[src/rtl/card_deal_arbiter_pkg.sv]
// Shared types and constants for the card deal arbiter and its deck tracker.
package tenthirty_pkg;

   localparam int CARD_W    = 4;
   localparam int RANK_MAX  = 13;
   localparam int DECK_SIZE = 52;

   typedef enum logic [1:0] {IDLE, ISSUE, WAIT, CHECK} state_t;
   typedef enum logic {DST_PLAYER, DST_DEALER} dst_t;

   function automatic logic is_rank(input logic [CARD_W-1:0] v);
      return (v != '0) && (v <= CARD_W'(RANK_MAX));
   endfunction

endpackage

[src/rtl/card_deal_arbiter_if.sv]
// Hand-controller / LUT side signals of the card deal arbiter.
interface card_deal_arbiter_if;
   import tenthirty_pkg::*;

   logic              req_p;
   logic              req_d;
   logic              new_round;
   logic              lut_pip;
   logic [CARD_W-1:0] lut_number;
   logic              gnt_p;
   logic              gnt_d;
   logic              card_vld;
   logic [CARD_W-1:0] card_val;
   dst_t              card_dst;
   logic              busy;
   logic              deck_empty;
   logic              deal_err;

   modport master (
      output req_p, req_d, new_round, lut_number,
      input  lut_pip, gnt_p, gnt_d, card_vld, card_val, card_dst, busy, deck_empty, deal_err
   );

   modport slave (
      input  req_p, req_d, new_round, lut_number,
      output lut_pip, gnt_p, gnt_d, card_vld, card_val, card_dst, busy, deck_empty, deal_err
   );

endinterface

[src/rtl/card_deal_arbiter_deck_tracker.sv]
// Per-rank copy counters and dealt-card counter for one deck.
module deck_tracker
   import tenthirty_pkg::*;
#(
   parameter int COPIES = 4
) (
   input  logic              clk,
   input  logic              rst,
   input  logic              clr,
   input  logic              inc,
   input  logic [CARD_W-1:0] rank,
   output logic              full_rank,
   output logic              empty
);

   logic [2:0] cnt [1:RANK_MAX];
   logic [5:0] dealt;

   always_ff @(posedge clk) begin
      if (rst || clr) begin
         for (int i = 1; i <= RANK_MAX; i++) cnt[i] <= '0;
         dealt <= '0;
      end else if (inc) begin
         for (int i = 1; i <= RANK_MAX; i++)
            if (rank == CARD_W'(i) && cnt[i] != 3'(COPIES)) cnt[i] <= cnt[i] + 3'd1;
         if (dealt != 6'(DECK_SIZE)) dealt <= dealt + 6'd1;
      end
   end

   always_comb begin
      full_rank = 1'b0;
      for (int i = 1; i <= RANK_MAX; i++)
         if (rank == CARD_W'(i) && cnt[i] == 3'(COPIES)) full_rank = 1'b1;
   end

   assign empty = (dealt == 6'(DECK_SIZE));

endmodule

[src/rtl/card_deal_arbiter.sv]
// Round-robin draw arbiter in front of the shared card LUT; redraws illegal cards.
// DECK_TRACK_EN builds the per-rank copy screen and deck_empty; otherwise only 0/14/15 are rejected.
//
//   state | meaning
//   IDLE  | no draw in flight; arbitrate requests, apply pending refill
//   ISSUE | lut_pip strobe (grant on the first issue of a draw)
//   WAIT  | remaining LUT latency cycles
//   CHECK | screen lut_number: accept, redraw, or give up
module card_deal_arbiter
   import tenthirty_pkg::*;
#(
   parameter int LUT_LAT    = 1,
   parameter int MAX_REDRAW = 15
`ifdef DECK_TRACK_EN
   , parameter int COPIES   = 4
`endif
) (
   input  logic               clk,
   input  logic               rst,
   card_deal_arbiter_if.slave bus
);

   state_t            state, state_nx;
   dst_t              win, last_gnt, pick;
   logic [4:0]        retry;
   logic [2:0]        wait_cnt;
   logic              nr_pend, deal_err_q, deck_empty_w, accept;
   logic              refill, any_req, first_issue, give_up;
   logic              card_vld_q, card_dst_q;
   logic [CARD_W-1:0] card_val_q;

   assign refill      = (state == IDLE) && (bus.new_round || nr_pend);
   assign any_req     = bus.req_p || bus.req_d;
   assign first_issue = (state == ISSUE) && (retry == '0);
   assign give_up     = (retry == 5'(MAX_REDRAW - 1));

   always_comb begin
      if (bus.req_p && bus.req_d) pick = (last_gnt == DST_PLAYER) ? DST_DEALER : DST_PLAYER;
      else if (bus.req_d)         pick = DST_DEALER;
      else                        pick = DST_PLAYER;
   end

`ifdef DECK_TRACK_EN
   logic full_rank_w, inc_w;
   assign inc_w = (state == CHECK) && accept;

   deck_tracker #(.COPIES(COPIES)) u_deck (
      .clk       (clk),
      .rst       (rst),
      .clr       (refill),
      .inc       (inc_w),
      .rank      (bus.lut_number),
      .full_rank (full_rank_w),
      .empty     (deck_empty_w)
   );
   assign accept = is_rank(bus.lut_number) && !full_rank_w;
`else
   assign deck_empty_w = 1'b0;
   assign accept       = is_rank(bus.lut_number);
`endif

   always_ff @(posedge clk) begin
      if (rst) state <= IDLE;
      else     state <= state_nx;
   end

   always_comb begin
      state_nx = state;
      case (state)
         IDLE:    if (!refill && any_req && !deck_empty_w && !deal_err_q) state_nx = ISSUE;
         ISSUE:   state_nx = (LUT_LAT == 1) ? CHECK : WAIT;
         WAIT:    if (wait_cnt == '0) state_nx = CHECK;
         CHECK:   state_nx = (accept || give_up) ? IDLE : ISSUE;
         default: state_nx = IDLE;
      endcase
   end

   always_comb begin
      bus.lut_pip    = (state == ISSUE);
      bus.gnt_p      = first_issue && (win == DST_PLAYER);
      bus.gnt_d      = first_issue && (win == DST_DEALER);
      bus.busy       = (state != IDLE);
      bus.deck_empty = deck_empty_w;
      bus.deal_err   = deal_err_q;
      bus.card_vld   = card_vld_q;
      bus.card_val   = card_val_q;
      bus.card_dst   = dst_t'(card_dst_q);
   end

   // A refill requested mid-draw is held until the in-flight card has been counted.
   always_ff @(posedge clk) begin
      if (rst) begin
         win        <= DST_PLAYER;
         last_gnt   <= DST_DEALER;
         retry      <= '0;
         wait_cnt   <= '0;
         nr_pend    <= 1'b0;
         deal_err_q <= 1'b0;
         card_vld_q <= 1'b0;
         card_val_q <= '0;
         card_dst_q <= 1'b0;
      end else begin
         card_vld_q <= 1'b0;
         if (state != IDLE && bus.new_round) nr_pend <= 1'b1;
         if (refill) begin
            nr_pend    <= 1'b0;
            deal_err_q <= 1'b0;
         end
         case (state)
            IDLE: if (state_nx == ISSUE) begin
               win   <= pick;
               retry <= '0;
            end
            ISSUE: begin
               if (retry == '0) last_gnt <= win;
               wait_cnt <= 3'(LUT_LAT - 2);
            end
            WAIT: wait_cnt <= wait_cnt - 3'd1;
            CHECK: begin
               if (accept) begin
                  card_vld_q <= 1'b1;
                  card_val_q <= bus.lut_number;
                  card_dst_q <= win;
               end else if (give_up) begin
                  deal_err_q <= 1'b1;
               end else begin
                  retry <= retry + 5'd1;
               end
            end
            default: ;
         endcase
      end
   end

endmodule
[src/flat_wrapper.sv]
// flat-port wrapper written by rule: the top's interface ports become plain ports
module card_deal_arbiter_flat import tenthirty_pkg::*;
#(
   parameter int LUT_LAT    = 1,
   parameter int MAX_REDRAW = 15

)
  (clk, rst, bus_req_p, bus_req_d, bus_new_round, bus_lut_number, bus_lut_pip, bus_gnt_p, bus_gnt_d, bus_card_vld, bus_card_val, bus_card_dst, bus_busy, bus_deck_empty, bus_deal_err);
  card_deal_arbiter_if bus_i ();
  input  logic clk;
  input  logic rst;
  input wire logic [$bits(bus_i.req_p)-1:0] bus_req_p;
  input wire logic [$bits(bus_i.req_d)-1:0] bus_req_d;
  input wire logic [$bits(bus_i.new_round)-1:0] bus_new_round;
  input wire logic [$bits(bus_i.lut_number)-1:0] bus_lut_number;
  output wire logic [$bits(bus_i.lut_pip)-1:0] bus_lut_pip;
  output wire logic [$bits(bus_i.gnt_p)-1:0] bus_gnt_p;
  output wire logic [$bits(bus_i.gnt_d)-1:0] bus_gnt_d;
  output wire logic [$bits(bus_i.card_vld)-1:0] bus_card_vld;
  output wire logic [$bits(bus_i.card_val)-1:0] bus_card_val;
  output wire logic [$bits(bus_i.card_dst)-1:0] bus_card_dst;
  output wire logic [$bits(bus_i.busy)-1:0] bus_busy;
  output wire logic [$bits(bus_i.deck_empty)-1:0] bus_deck_empty;
  output wire logic [$bits(bus_i.deal_err)-1:0] bus_deal_err;
  assign bus_i.req_p = bus_req_p;
  assign bus_i.req_d = bus_req_d;
  assign bus_i.new_round = bus_new_round;
  assign bus_i.lut_number = bus_lut_number;
  assign bus_lut_pip = bus_i.lut_pip;
  assign bus_gnt_p = bus_i.gnt_p;
  assign bus_gnt_d = bus_i.gnt_d;
  assign bus_card_vld = bus_i.card_vld;
  assign bus_card_val = bus_i.card_val;
  assign bus_card_dst = bus_i.card_dst;
  assign bus_busy = bus_i.busy;
  assign bus_deck_empty = bus_i.deck_empty;
  assign bus_deal_err = bus_i.deal_err;
  card_deal_arbiter #(.LUT_LAT(LUT_LAT), .MAX_REDRAW(MAX_REDRAW)) u_core (.clk(clk), .rst(rst), .bus(bus_i));
endmodule
[config.mk]
export PLATFORM = sky130hd
export DESIGN_NAME = card_deal_arbiter_flat
export DESIGN_NICKNAME = d
export VERILOG_FILES = /design/src/rtl/card_deal_arbiter_pkg.sv /design/src/rtl/card_deal_arbiter_if.sv /design/src/rtl/card_deal_arbiter_deck_tracker.sv /design/src/rtl/card_deal_arbiter.sv /design/src/flat_wrapper.sv
export SDC_FILE = /design/constraint.sdc
export NUM_CORES = 1
export LEC_CHECK = 0
export ABC_CLOCK_PERIOD_IN_PS = 2550
export CORE_MARGIN = 2
export CORE_UTILIZATION = 45
export DETAILED_ROUTE_END_ITERATION = 8
export GPL_TIMING_DRIVEN = 0
export PLACE_DENSITY = 0.71
export RECOVER_POWER = 100
export SYNTH_ARGS = -nofsm -noshare
export SYNTH_HDL_FRONTEND = slang
export SYNTH_HIERARCHICAL = 1
export SYNTH_SLANG_ARGS = --single-unit
[constraint.sdc]
create_clock -name clk -period 2.55 [get_ports clk]
set_clock_uncertainty 0.1 [all_clocks]
set_input_delay 0.765 -clock clk [delete_from_list [all_inputs] [get_ports clk]]
set_output_delay 0.765 -clock clk [all_outputs]
set_load 0.02 [all_outputs]
==> out/results.ini <==
[global_route]
gr-usage-met1_pct = 22.3
grt_pass1_wl_um = 3670
track_usage_pct = 17.9
grt_pass1_vias = 888
grt.overflow.total = 0
met2_usage_pct = 30.8
grt_max_degree = 12
met3_usage_pct = 3.14
antenna_found_initial = 0
grt_busiest_layer = met2

[setup_path]
end_kind = primary output
cp-start-kind = flip-flop
rrSetupSlack_ns = 0.36
reg2reg_depth = 7
required_ns = 1.69
r2r-end = u_core/retry[0]
worstSetupPathType = reg2out
critPathArrivalTime_ns = 1.60
critPathMaxFanout = 6
rr_startpoint = u_core/state[0]

[clocking]
cts.sinks = 20
clk_path_buf_depth = 2
numCtsBuffers = 3
cts_root_buf = clkbuf_4
cts_hold_buffers = 0
cts.reportedPaths.clkPinSlew_ns = 0.11
cts_tree = done
insertion_delay_ns = 0.29
htree_num_levels = 1

[layout]
fin_util_pct = 58.4
area_growth_pct = 23.4
final_nets = 162
drive_gt1_share_pct = 9.79
diodes = 0
final_cells = 171

[worst_hold_path]
min_from = u_core/bus.card_val[0]
min_path_type = reg2reg
hold_path_depth = 2
min_to = u_core/bus.card_val[0]

[logic_synthesis]
synthesis.area_um2 = 1050
synthesis.instances = 121
synth.distinct_cells = 35
yosys.area.top_type = dfxtp_1
syn_avg_cell_area_um2 = 8.65
syn_nets = 139
synth-warning-count = 6
synth.ff_latch_count = 20
yosysTopAreaCellShare_pct = 38.2
ys_seq_area_share_pct = 38.2
netlist_top_cells_area = dfxtp_1, ha_1, a21oi_1

[pwr]
p_per_area_nw_per_um2 = 854
ir_worst_vdd_v = 0.000420
cellLeakagePower_nw = 0.544

[routing]
drt_iter0_drc = 7
first_pass_iters = 4
routed_wl_um = 2160
wl_per_cell_um = 12.6
avgViaCountPerCell = 5.39
detail-route-antenna-nets = 0
post-route-drc-count = 0
vias = 922

[outcome]
outcome = complete, no violations

[timing]
hold_viol_final = 0
final_max_slew_viol_count = 0
max_freq_ghz = 0.406
rsz0062_at_grt = false
fin_hold_ws_ns = 0.360
setup-violations-final = 0
post-route-period-util_pct = 96.6
period_needed_ns = 2.46

[placement]
portBuffers = 18
placed_cells = 167
place_hpwl_um = 1670
gp_congestion = 0.778

[floorplanning]
core.rowCount = 17
die-area_um2 = 2730
io_pins = 21
design.core.area_um2 = 2210
die_height_um = 52.2
dieWidth_um = 52.2
start_util_pct = 47.3

[job]
drv_cap = 0

[worst max-delay path, cell delays in order (launching register included)]
cell           delay [ns]
dfxtp_2              0.42
ha_1                 0.24
nand3_1              0.16
nor2_1               0.14
dlygate4sd2_1        0.35
[cells in the mapped netlist]
cell type and n:
nor3_1 3, buf_6 1, a2bb2oi_1 1, mux2_2 1, buf_4 1, and4b_2 1, a2111oi_0 1, o21ai_1 2
nor3b_4 1, and4_1 1, o21ba_2 1, or4_4 1, nand2_1 8, o21bai_1 1, a21oi_4 1, a32oi_1 1
a211oi_1 1, or2b_2 1, clkbuf_1 3, conb_1 1, nand4_1 1, a221oi_2 1, nand3_1 10, o21a_1 2
a211o_1 1, a311oi_1 2, and2b_2 1, a21oi_1 10, and3_1 1, a22o_1 1, inv_1 10, ha_1 9
nor2_1 13, o21ai_0 7, dfxtp_1 20
[stage by stage]
step	total power (W)	instance area, um^2	setup slack, ns	setup TNS [ns]
2_1_floorplan	0.000779	1050	0.445	0
3_3_place_gp	0.000922	1260	-0.0997	-0.216
3_5_place_dp	0.000942	1260	-0.143	-0.354
4_1_cts	0.00111	1300	0.0943	0
5_1_grt	0.00119	1290	0.00943	0
6_report	0.00110	1290	0.0860	0
[registers in the layout, summed over array words and instances (netlist names)]
| name | cells |
|---|---|
| u_core/bus.card_dst | 1 |
| u_core/bus.card_val | 4 |
| u_core/bus.card_vld | 1 |
| u_core/bus.deal_err | 1 |
| u_core/last_gnt | 1 |
| u_core/nr_pend | 1 |
| u_core/retry | 5 |
| u_core/state | 2 |
| u_core/wait_cnt | 3 |
| u_core/win | 1 |
[cells by family (layout without fill, tap and decap cells)]
kind of cell	Yosys count	after routing	synth area share, %
adder cells (fa/ha/maj)	9	9	10.8
buffers and inverters	15	37	6.45
flip-flops	20	20	38.2
multiplexers	1	1	1.08
other	1	1	0.358
AND/OR/NAND/NOR	42	42	21.4
AO/OA/AOI/OAI	33	33	21.7
[power by group]
| group | internal (W) | switching, W | total, W |
|---|---|---|---|
| combinational | 0.000199 | 0.000310 | 0.000508 |
| clock | 0.0000870 | 0.0000962 | 0.000183 |
| sequential | 0.000371 | 0.0000419 | 0.000413 |
| total | 0.000656 | 0.000448 | 0.00110 |
[layer usage]
metal,share of wire (%),wire [um]
met5,0,0
met4,0.37,8
met3,4.5,98
met2,47,1010
met1,48,1040
[placed cells by master (no fill, tap or decap), types with 2 or more instances in the layout]
master            n
dfxtp_1          19
nand3_1          10
nor3_1            3
clkbuf_1          3
a311oi_1          2
dlygate4sd2_1     3
dlygate4sd3_1     8
clkbuf_4          3
o21ai_0           8
inv_1            10
a21oi_1          10
nor2_1           13
o21a_1            2
nand2_1           8
clkdlybuf4s50_1   7
ha_1              9
[final cells by class]
type | instances | area, um^2
inverters | 10 | 37.5
plain buffers | 5 | 30.0
repair buffers | 18 | 176
multi-input cells | 86 | 576
clock buffers | 4 | 36.3
flip-flops and latches | 20 | 402
fillers | 219 | 920
well taps | 28 | 35.0
[worst max path at each step]
| stage | cells past startpoint | endpoint | slack (ns) | startpoint |
|---|---|---|---|---|
| 4_1_cts | 4 | bus_gnt_d | 0.09 | u_core/state[0] |
| 2_1_floorplan | 5 | u_core/retry[4] | 0.44 | bus_lut_number[0] |
| 3_3_place_gp | 6 | u_core/retry[4] | -0.1 | bus_lut_number[1] |
| 3_5_place_dp | 6 | u_core/retry[4] | -0.14 | bus_lut_number[0] |
| 6_report | 4 | bus_gnt_d | 0.09 | u_core/state[0] |
| 5_1_grt | 5 | bus_gnt_d | 0.009 | u_core/state[1] |
[timing repair]
item                       in CTS  in global routing
setup buffers                   0                  0
setup endpoints to repair       3                  0
gates resized for setup         4                  0
Note: power is estimated with default switching activity, not from simulation.
